`src/rtl/display_scan_driver.sv`:
```
// rtl/display_scan_driver.sv - multiplexed 7-segment scan driver with frame-synchronous double buffering
// Purpose : scans DIGITS multiplexed digits, SCAN_DIV clocks per digit. New patterns are
//           captured into shadow registers on load and copied to the displayed set only at
//           a frame boundary, so a frame never shows a mix of old and new data.
// Ports   : clk, reset (async, active-high)
//           data_in[DIGITS*SEG_WIDTH] / enable_in[DIGITS] / blink_in[DIGITS] - captured on load
//           load        - single-cycle capture strobe
//           seg_out     - registered segment drive, active-low
//           digit_sel   - registered digit select, active-low one-hot
//           pending     - shadow holds data not yet committed
//           frame_done  - high on the cycle of each frame boundary
// Option  : DISPLAY_SCAN_BLINK_EN adds per-digit blinking (blink_in, frame counter, blink phase).
module display_scan_driver #(
  parameter int DIGITS       = 4,
  parameter int SEG_WIDTH    = 7,
  parameter int SCAN_DIV     = 50000,
  parameter int BLINK_FRAMES = 64
) (
  input  logic                        clk,
  input  logic                        reset,
  input  logic [DIGITS*SEG_WIDTH-1:0] data_in,
  input  logic [DIGITS-1:0]           enable_in,
  input  logic [DIGITS-1:0]           blink_in,
  input  logic                        load,
  output logic [SEG_WIDTH-1:0]        seg_out,
  output logic [DIGITS-1:0]           digit_sel,
  output logic                        pending,
  output logic                        frame_done
);

  localparam int PW = $clog2(SCAN_DIV);
  localparam int IW = $clog2(DIGITS);
  localparam logic [PW-1:0] PRESC_LAST = PW'(SCAN_DIV - 1);
  localparam logic [IW-1:0] IDX_LAST   = IW'(DIGITS - 1);

  logic [PW-1:0]                 presc;
  logic [IW-1:0]                 idx;
  logic                          tick;
  logic                          boundary;
  logic [DIGITS*SEG_WIDTH-1:0]   shd_data;
  logic [DIGITS*SEG_WIDTH-1:0]   act_data;
  logic [DIGITS-1:0]             shd_en;
  logic [DIGITS-1:0]             act_en;
  logic                          blink_blank;
  logic                          blank;
  logic [SEG_WIDTH-1:0]          cur_seg;

  assign tick       = (presc == PRESC_LAST);
  assign boundary   = tick && (idx == IDX_LAST);
  assign frame_done = boundary;

  always_ff @(posedge clk or posedge reset) begin
    if (reset) begin
      presc <= '0;
      idx   <= '0;
    end else begin
      if (tick) begin
        presc <= '0;
        if (idx == IDX_LAST) idx <= '0;
        else                 idx <= idx + 1'b1;
      end else begin
        presc <= presc + 1'b1;
      end
    end
  end

  // A load on the boundary cycle goes straight to the active set (and beats any
  // older pending shadow); otherwise loads only touch the shadow.
  always_ff @(posedge clk or posedge reset) begin
    if (reset) begin
      shd_data <= '0;
      shd_en   <= '0;
      act_data <= '0;
      act_en   <= '0;
      pending  <= 1'b0;
    end else if (boundary) begin
      pending <= 1'b0;
      if (load) begin
        act_data <= data_in;
        act_en   <= enable_in;
      end else if (pending) begin
        act_data <= shd_data;
        act_en   <= shd_en;
      end
    end else if (load) begin
      shd_data <= data_in;
      shd_en   <= enable_in;
      pending  <= 1'b1;
    end
  end

`ifdef DISPLAY_SCAN_BLINK_EN
  localparam int FW = (BLINK_FRAMES > 1) ? $clog2(BLINK_FRAMES) : 1;
  localparam logic [FW-1:0] FRAME_LAST = FW'(BLINK_FRAMES - 1);

  logic [FW-1:0]     frame_cnt;
  logic              blink_phase;
  logic [DIGITS-1:0] shd_blink;
  logic [DIGITS-1:0] act_blink;

  always_ff @(posedge clk or posedge reset) begin
    if (reset) begin
      frame_cnt   <= '0;
      blink_phase <= 1'b0;
    end else if (boundary) begin
      if (frame_cnt == FRAME_LAST) begin
        frame_cnt   <= '0;
        blink_phase <= ~blink_phase;
      end else begin
        frame_cnt <= frame_cnt + 1'b1;
      end
    end
  end

  // Blink bits follow exactly the same shadow/commit path as the patterns.
  always_ff @(posedge clk or posedge reset) begin
    if (reset) begin
      shd_blink <= '0;
      act_blink <= '0;
    end else if (boundary) begin
      if (load)         act_blink <= blink_in;
      else if (pending) act_blink <= shd_blink;
    end else if (load) begin
      shd_blink <= blink_in;
    end
  end

  assign blink_blank = blink_phase & act_blink[idx];
`else
  logic unused_blink_in;
  assign unused_blink_in = ^blink_in;
  assign blink_blank     = 1'b0;
`endif

  assign cur_seg = act_data[int'(idx)*SEG_WIDTH +: SEG_WIDTH];
  assign blank   = ~act_en[idx] | blink_blank;

  always_ff @(posedge clk or posedge reset) begin
    if (reset) begin
      seg_out   <= '1;
      digit_sel <= '1;
    end else begin
      seg_out   <= blank ? '1 : ~cur_seg;
      digit_sel <= ~(DIGITS'(1) << idx);
    end
  end

endmodule

```
`config.mk`:
```
export PLATFORM = sky130hd
export DESIGN_NAME = display_scan_driver
export DESIGN_NICKNAME = d
export VERILOG_FILES = /design/src/rtl/display_scan_driver.sv
export SDC_FILE = /design/constraint.sdc
export NUM_CORES = 1
export LEC_CHECK = 0
export BUFFER_PORTS_ARGS = -buffer_cell sky130_fd_sc_hd__buf_4
export CORE_UTILIZATION = 50
export DETAILED_ROUTE_END_ITERATION = 8
export PLACE_DENSITY_LB_ADDON = 0.2
export SETUP_SLACK_MARGIN = 0.05
export SKIP_LAST_GASP = 1
export SLEW_MARGIN = 30
export SYNTH_ARGS = -nofsm -noshare
export SYNTH_HDL_FRONTEND = slang
export SYNTH_SLANG_ARGS = --single-unit
```
`constraint.sdc`:
```
create_clock -name clk -period 3.1 [get_ports clk]
set_clock_uncertainty 0.2 [all_clocks]
set_input_delay 0.31 -clock clk [delete_from_list [all_inputs] [get_ports clk]]
set_output_delay 0.31 -clock clk [all_outputs]
set_load 0.01 [all_outputs]
```
Word level (Yosys, flattened, before mapping)
Cells that the tools add are included.
- register bits after elaboration: 94
- latch bits: 0
- bits in writable memories: 0
- ROM bits: 0
- output and inout port bits: 13
- logic and storage cells: 36
- memories kept: 0
- add/sub/neg operators: 2
- $mul: 1
- div/mod/pow operators: 0
- order comparisons: 1
- equal/unequal tests: 2
- shifts and indexed selects: 2
- multiplexer cells: 11
- bitwise operators: 3
- reduce and logical (&&, ||, !) cells: 5
- operator list (kind ; number):
    $mux 28 ; 2
    $shiftx 28x6->7 ; 1
    $add 16x1->16 const B ; 1
    $eq 16x16->1 const B ; 1
    $mux 16 ; 1
    $mux 4 ; 2
    $mux 7 ; 1
    $not 7->7 ; 1
    $mul 2x3->5 const B ; 1
    $not 4->4 ; 1
    $reduce_and 2->1 ; 2
    $reduce_bool 2->1 ; 2
    $shl 1x2->4 const A ; 1
    $lt 2x3->1 const B ; 1
    $mux 1 ; 3
    $add 2x1->2 const B ; 1
    $bmux 1 s2 ; 1
    $eq 2x2->1 const B ; 1
    $mux 2 ; 1
    $logic_and 1x1->1 ; 1
    $not 1->1 ; 1

Longest topological paths before layout
- word-level depth: 4
- depth in mapped cells: 7
- depth with buffers taken out: 5

Worst setup path before layout
Ideal clock, no wire load.
- path type: register to register
- from: register presc[0]
- to: register shd_data[20]
- library setup time: 125 ps
- data arrival time: 1800 ps
- slack: 975 ps
- cell stages (with the launch flop): 8
- buffers on the path: 2
- period minus slack after synthesis: 2125 ps
- cells stage by stage: dfrtp_1 -> ha_1 -> and4_1 -> and4_1 -> nor2b_1 -> buf_6 -> buf_6 -> mux2_2
- cells in the longest elaborated chain, start to end: 4
- ends and longest elaborated chain (item ; line ; source):
    from (decl) ; 36 ; logic [PW-1:0] presc;
    from (signal assigned) ; 62 ; presc <= presc + 1'b1;
    $eq 16x16->1 ; 48 ; assign tick = (presc == PRESC_LAST);
    $logic_and 1x1->1 ; 49 ; assign boundary = tick && (idx == IDX_LAST);
    net frame_done ; 28 ; output logic frame_done
    $not 1->1 (no line) ; n/a ;
    $reduce_and 2->1 (no line) ; n/a ;
    to (signal assigned) ; 86 ; shd_data <= data_in;
    to (decl) ; 40 ; logic [DIGITS*SEG_WIDTH-1:0] shd_data;
The timed path passes the listed nets, and every way through them passes these cells.
A chain may end at the register's enable or synchronous reset.

Worst setup path in the final report
- from: register presc[0]
- to: register shd_data[7]
- cells in the longest elaborated chain, start to end: 4
- ends and longest elaborated chain (item ; line):
    $eq 16x16->1 ; 48
    $logic_and 1x1->1 ; 49
    $not 1->1 (no line) ; n/a
    $reduce_and 2->1 (no line) ; n/a
No other way between the ends.

==> summary by stage <==
Critical path
The critical-path maximum fanout is 19. The worst register-to-register path has a depth of 6. The critical register-to-register path startpoint is presc[0]. The most numerous cell type found on the critical path is sky130_fd_sc_hd__and4_1. In this run the critical register-to-register path is captured at shd_data[7]. The cell at the slowest stage of the critical path is sky130_fd_sc_hd__dfrtp_1. The capturing element type of the critical path is a register. The launch point of the worst path is presc[0]. For flop-to-flop paths, the worst setup slack is 630 ps. The delay of the slowest cell on the worst path is 420 ps. STA classifies the critical path startpoint as a register. For the worst setup path, the data arrival time is 2500 ps. Traced cell by cell, the critical path runs through ha_1 -> and4_1 -> and4_1 -> nor2b_4 -> buf_12 -> mux2_2. The required time of the critical path is 3140 ps.

The setup path with the least slack is of type reg2reg.

Die
52 I/O pins were placed. The floorplan step set the die width to 95.7 µm. The floorplan has 33 rows. The area enclosed by the die boundary is 0.00915 mm². The starting density of the core is 52.6%. The floorplan die height is 95.7 µm. The area of the core region is 0.00834 mm².

Timing
Setup repair after global routing left no endpoint under its margin. The final critical-path required period is 2470 ps. Final hold analysis gives a worst-case slack of 28.4 ps. In this run the tightest slew margin relative to its limit is 66.4%. For the pin with the worst max-slew slack, the measured transition is 503 ps.

Setup violations remaining at the end of the flow were counted as 0. For the final routed database, the setup TNS stands at 0 ps. The final worst setup slack is 634 ps. The upper clock frequency limit is 405 MHz. The hold violation total from the final report is 0.

In the finished design, the share of the clock period the worst path needs comes to 79.6%. The number of max-slew violations in the final report was 0.

Place
The count of buffers added on input and output ports is 47. The count of placed standard cells including taps is 435. The estimated wirelength of the detail-placed design is 4870 µm. The worst slack at placement is 635 ps. Routability-driven placement finished with a final weighted congestion of 0.801. The instance area at placement is 0.00485 mm².

Power
The internal power contribution is 1.69 mW. The proportion of power drawn by combinational gates is 9.8%. The total power draw is 2.21 mW.

Dividing total power by cell area gives a power density of 414 mW/mm². The switching share of power is 23.4%. The power dissipated by switching net loads is 516 µW. The sequential fraction of design power is 58.3%. The highest ir drop seen on vdd is 204 µV. The clock network burns 31.9% of the power. The cell leakage power is 2.51 nW.

GRT
The pin count of the biggest net entering global routing is 95. After global routing the overflow that remains totals 0. The number of global-route vias before repair is 2601. The wire length of the first global-routing pass is 13000 µm. Global routing used 19.1% of the available tracks. The number of antenna violations at the first check in global routing is 0.

Clock network
The TritonCTS sink count is 94. Once the clock tree was built, the setup fixing pass inserted 0 buffers. Counting along the longest clock path gives a buffer depth of 2.

After clock tree synthesis, the repair step resized 0 gates. After clock tree synthesis, the flow added hold-fix buffers numbering 31. In this run the number of H-tree levels came out at 3. The clock root buffer is sky130_fd_sc_hd__clkbuf_8. The number of clock buffers added by TritonCTS is 9. TritonCTS built the clock tree. Clock-pin slew was measured on the worst setup and hold paths at 80 ps. For the worst-skew pair, the clock arrives at the later sink with an insertion delay of 360 ps.

Logic synthesis
The sequential fraction of the synthesis area is 54.0%. The unique cell type count in the Yosys netlist is 30. The cell count after synthesis came out at 293.

A synthesized cell averages 15.0 µm². Sorting the synthesized cells by area gives the leading types as sky130_fd_sc_hd__dfrtp_1, sky130_fd_sc_hd__mux2_2, sky130_fd_sc_hd__mux2_4. The netlist area before placement is 0.00439 mm². During synthesis, Yosys emitted a total of 0 warnings. sky130_fd_sc_hd__dfrtp_1 takes more of the synthesized area than any other cell. Counting every net in the synthesized netlist gives 337. The area fraction of the dominant cell type after synthesis is 47.4%. The post-synthesis register bit count is 94.

Detailed routing
The number of iterations in the first detailed-routing pass is 5. The via count is 2525. The number of violations reported at the end of detailed-routing iteration 0 is 99. In the routed design, unresolved DRC markers number 0.

In the final routed layout, each cell accounts on average for 15.9 µm. The detail-routed via count per cell is 5.24. The remaining number of nets flagged by the antenna check after routing is 0. The total routed wirelength is 7660 µm.

Finish
Compared with the post-synthesis result, the final layout area differs by 21.4%. The share of cells above drive strength 1 is 49.6%. The number of diodes is 0. The number of cells in the finished layout apart from fillers is 482. The net count of the finished layout is 416. The fraction of the core area covered by cells at the end of the flow is 63.8%.

The area of all placed cells without fillers is 0.00532 mm².

Min path
The worst hold path terminates at shd_data[8]. The worst hold path startpoint is data_in[8]. The class of the most critical hold timing path is in2reg. Counting instances, the worst hold path has a depth of 2.

Run status
The flow ran to the end, and the final reports show no timing, DRC or antenna violations.

Job
The tool flagged a number of max-cap violations equal to 0.
==> logic make-up after synthesis <==
logic type / after synthesis / share of synthesized area (%)
buffers and inverters: 24 / 3.31
DFF: 94 / 54.0
muxes: 105 / 31.6
adders and majority gates: 5 / 1.43
AOI/OAI and AO/OA: 4 / 0.656
xor gates and xnor gates: 12 / 2.40
and+or+nand+nor: 49 / 6.70
==> layout make-up <==
| type | instances | area, µm² |
|---|---|---|
| inverter | 8 | 31.3 |
| tap | 105 | 131 |
| multi-input combinational | 175 | 1880 |
| sequential | 94 | 2370 |
| clock inverter | 6 | 38.8 |
| clock buffer | 10 | 128 |
| timing repair buffer | 84 | 746 |
| fill | 648 | 3020 |
==> cell usage in the layout, fill, tap and decap left out, drive strengths merged, types with 2 or more instances in the layout <==
cell type | netlist | layout
ha | 5 | 5
mux2 | 96 | 96
nand2 | 11 | 11
dfstp | 11 | 11
clkinv | 0 | 5
dfrtp | 83 | 83
nand4 | 2 | 2
nand3 | 7 | 7
nand2b | 2 | 2
buf | 9 | 53
dlygate4sd3 | 0 | 31
nor2 | 10 | 10
clkbuf | 7 | 10
and3 | 3 | 3
o21ai | 2 | 2
xor2 | 4 | 4
inv | 8 | 7
mux4 | 8 | 8
and4 | 6 | 6
xnor2 | 8 | 8
clkinvlp | 0 | 2
nor2b | 2 | 2
nor4b | 2 | 2
==> state kept, by name, indices dropped and copies added (netlist names) <==
name / cells
act_data: 28
act_en: 4
digit_sel: 4
idx: 2
pending: 1
presc: 16
seg_out: 7
shd_data: 28
shd_en: 4
==> per-layer routing <==
layer	share of wire, %	track usage (%)	routed length, µm
met5	0	0	0
met4	1.4	7.46	107
met3	3.0	2.87	229
met2	45	27.7	3470
met1	50	28.9	3850
==> worst max path at each step <==
stage,end,slack (ps),depth (start not counted)
final,shd_data[7],630,6
after global routing,shd_data[7],560,6
after global placement,shd_data[27],660,6
after floorplan,act_data[0],160,1
after CTS,shd_data[1],630,6
after detailed placement,shd_data[7],640,6
==> worst max-delay path, delay by kind of cell (launching register included) <==
kind / cells / cell delay [ps]
multiplexers: 1 / 350
adder cells (fa/ha/maj): 1 / 260
AND/OR/NAND/NOR: 3 / 890
flip-flops: 1 / 420
buffers and inverters: 1 / 230
==> Yosys cell counts (all sizes together) <==
cell type	instances
and4b	1
mux4	8
mux2i	1
buf	9
clkbuf	7
nand4	2
xor2	4
nor2	10
dfrtp	83
nor3	1
nand3	7
xnor2	8
nor2b	2
nand3b	1
mux2	96
dfstp	11
and4	6
nand2b	2
a41o	1
o21ai	2
a311oi	1
nor4b	2
nand2	11
and3	3
ha	5
inv	8
nor4	1
==> power groups by stage <==
stage               sequential, mW  combinational [mW]  clock [mW]
detailed placement            1.31               0.187           0
finish                        1.29               0.217       0.704
global placement              1.31               0.185           0
floorplan                     1.30               0.126           0
global route                  1.29               0.236       0.781
CTS                           1.29               0.219       0.734
No activity file was read; power rests on OpenSTA's default activity.
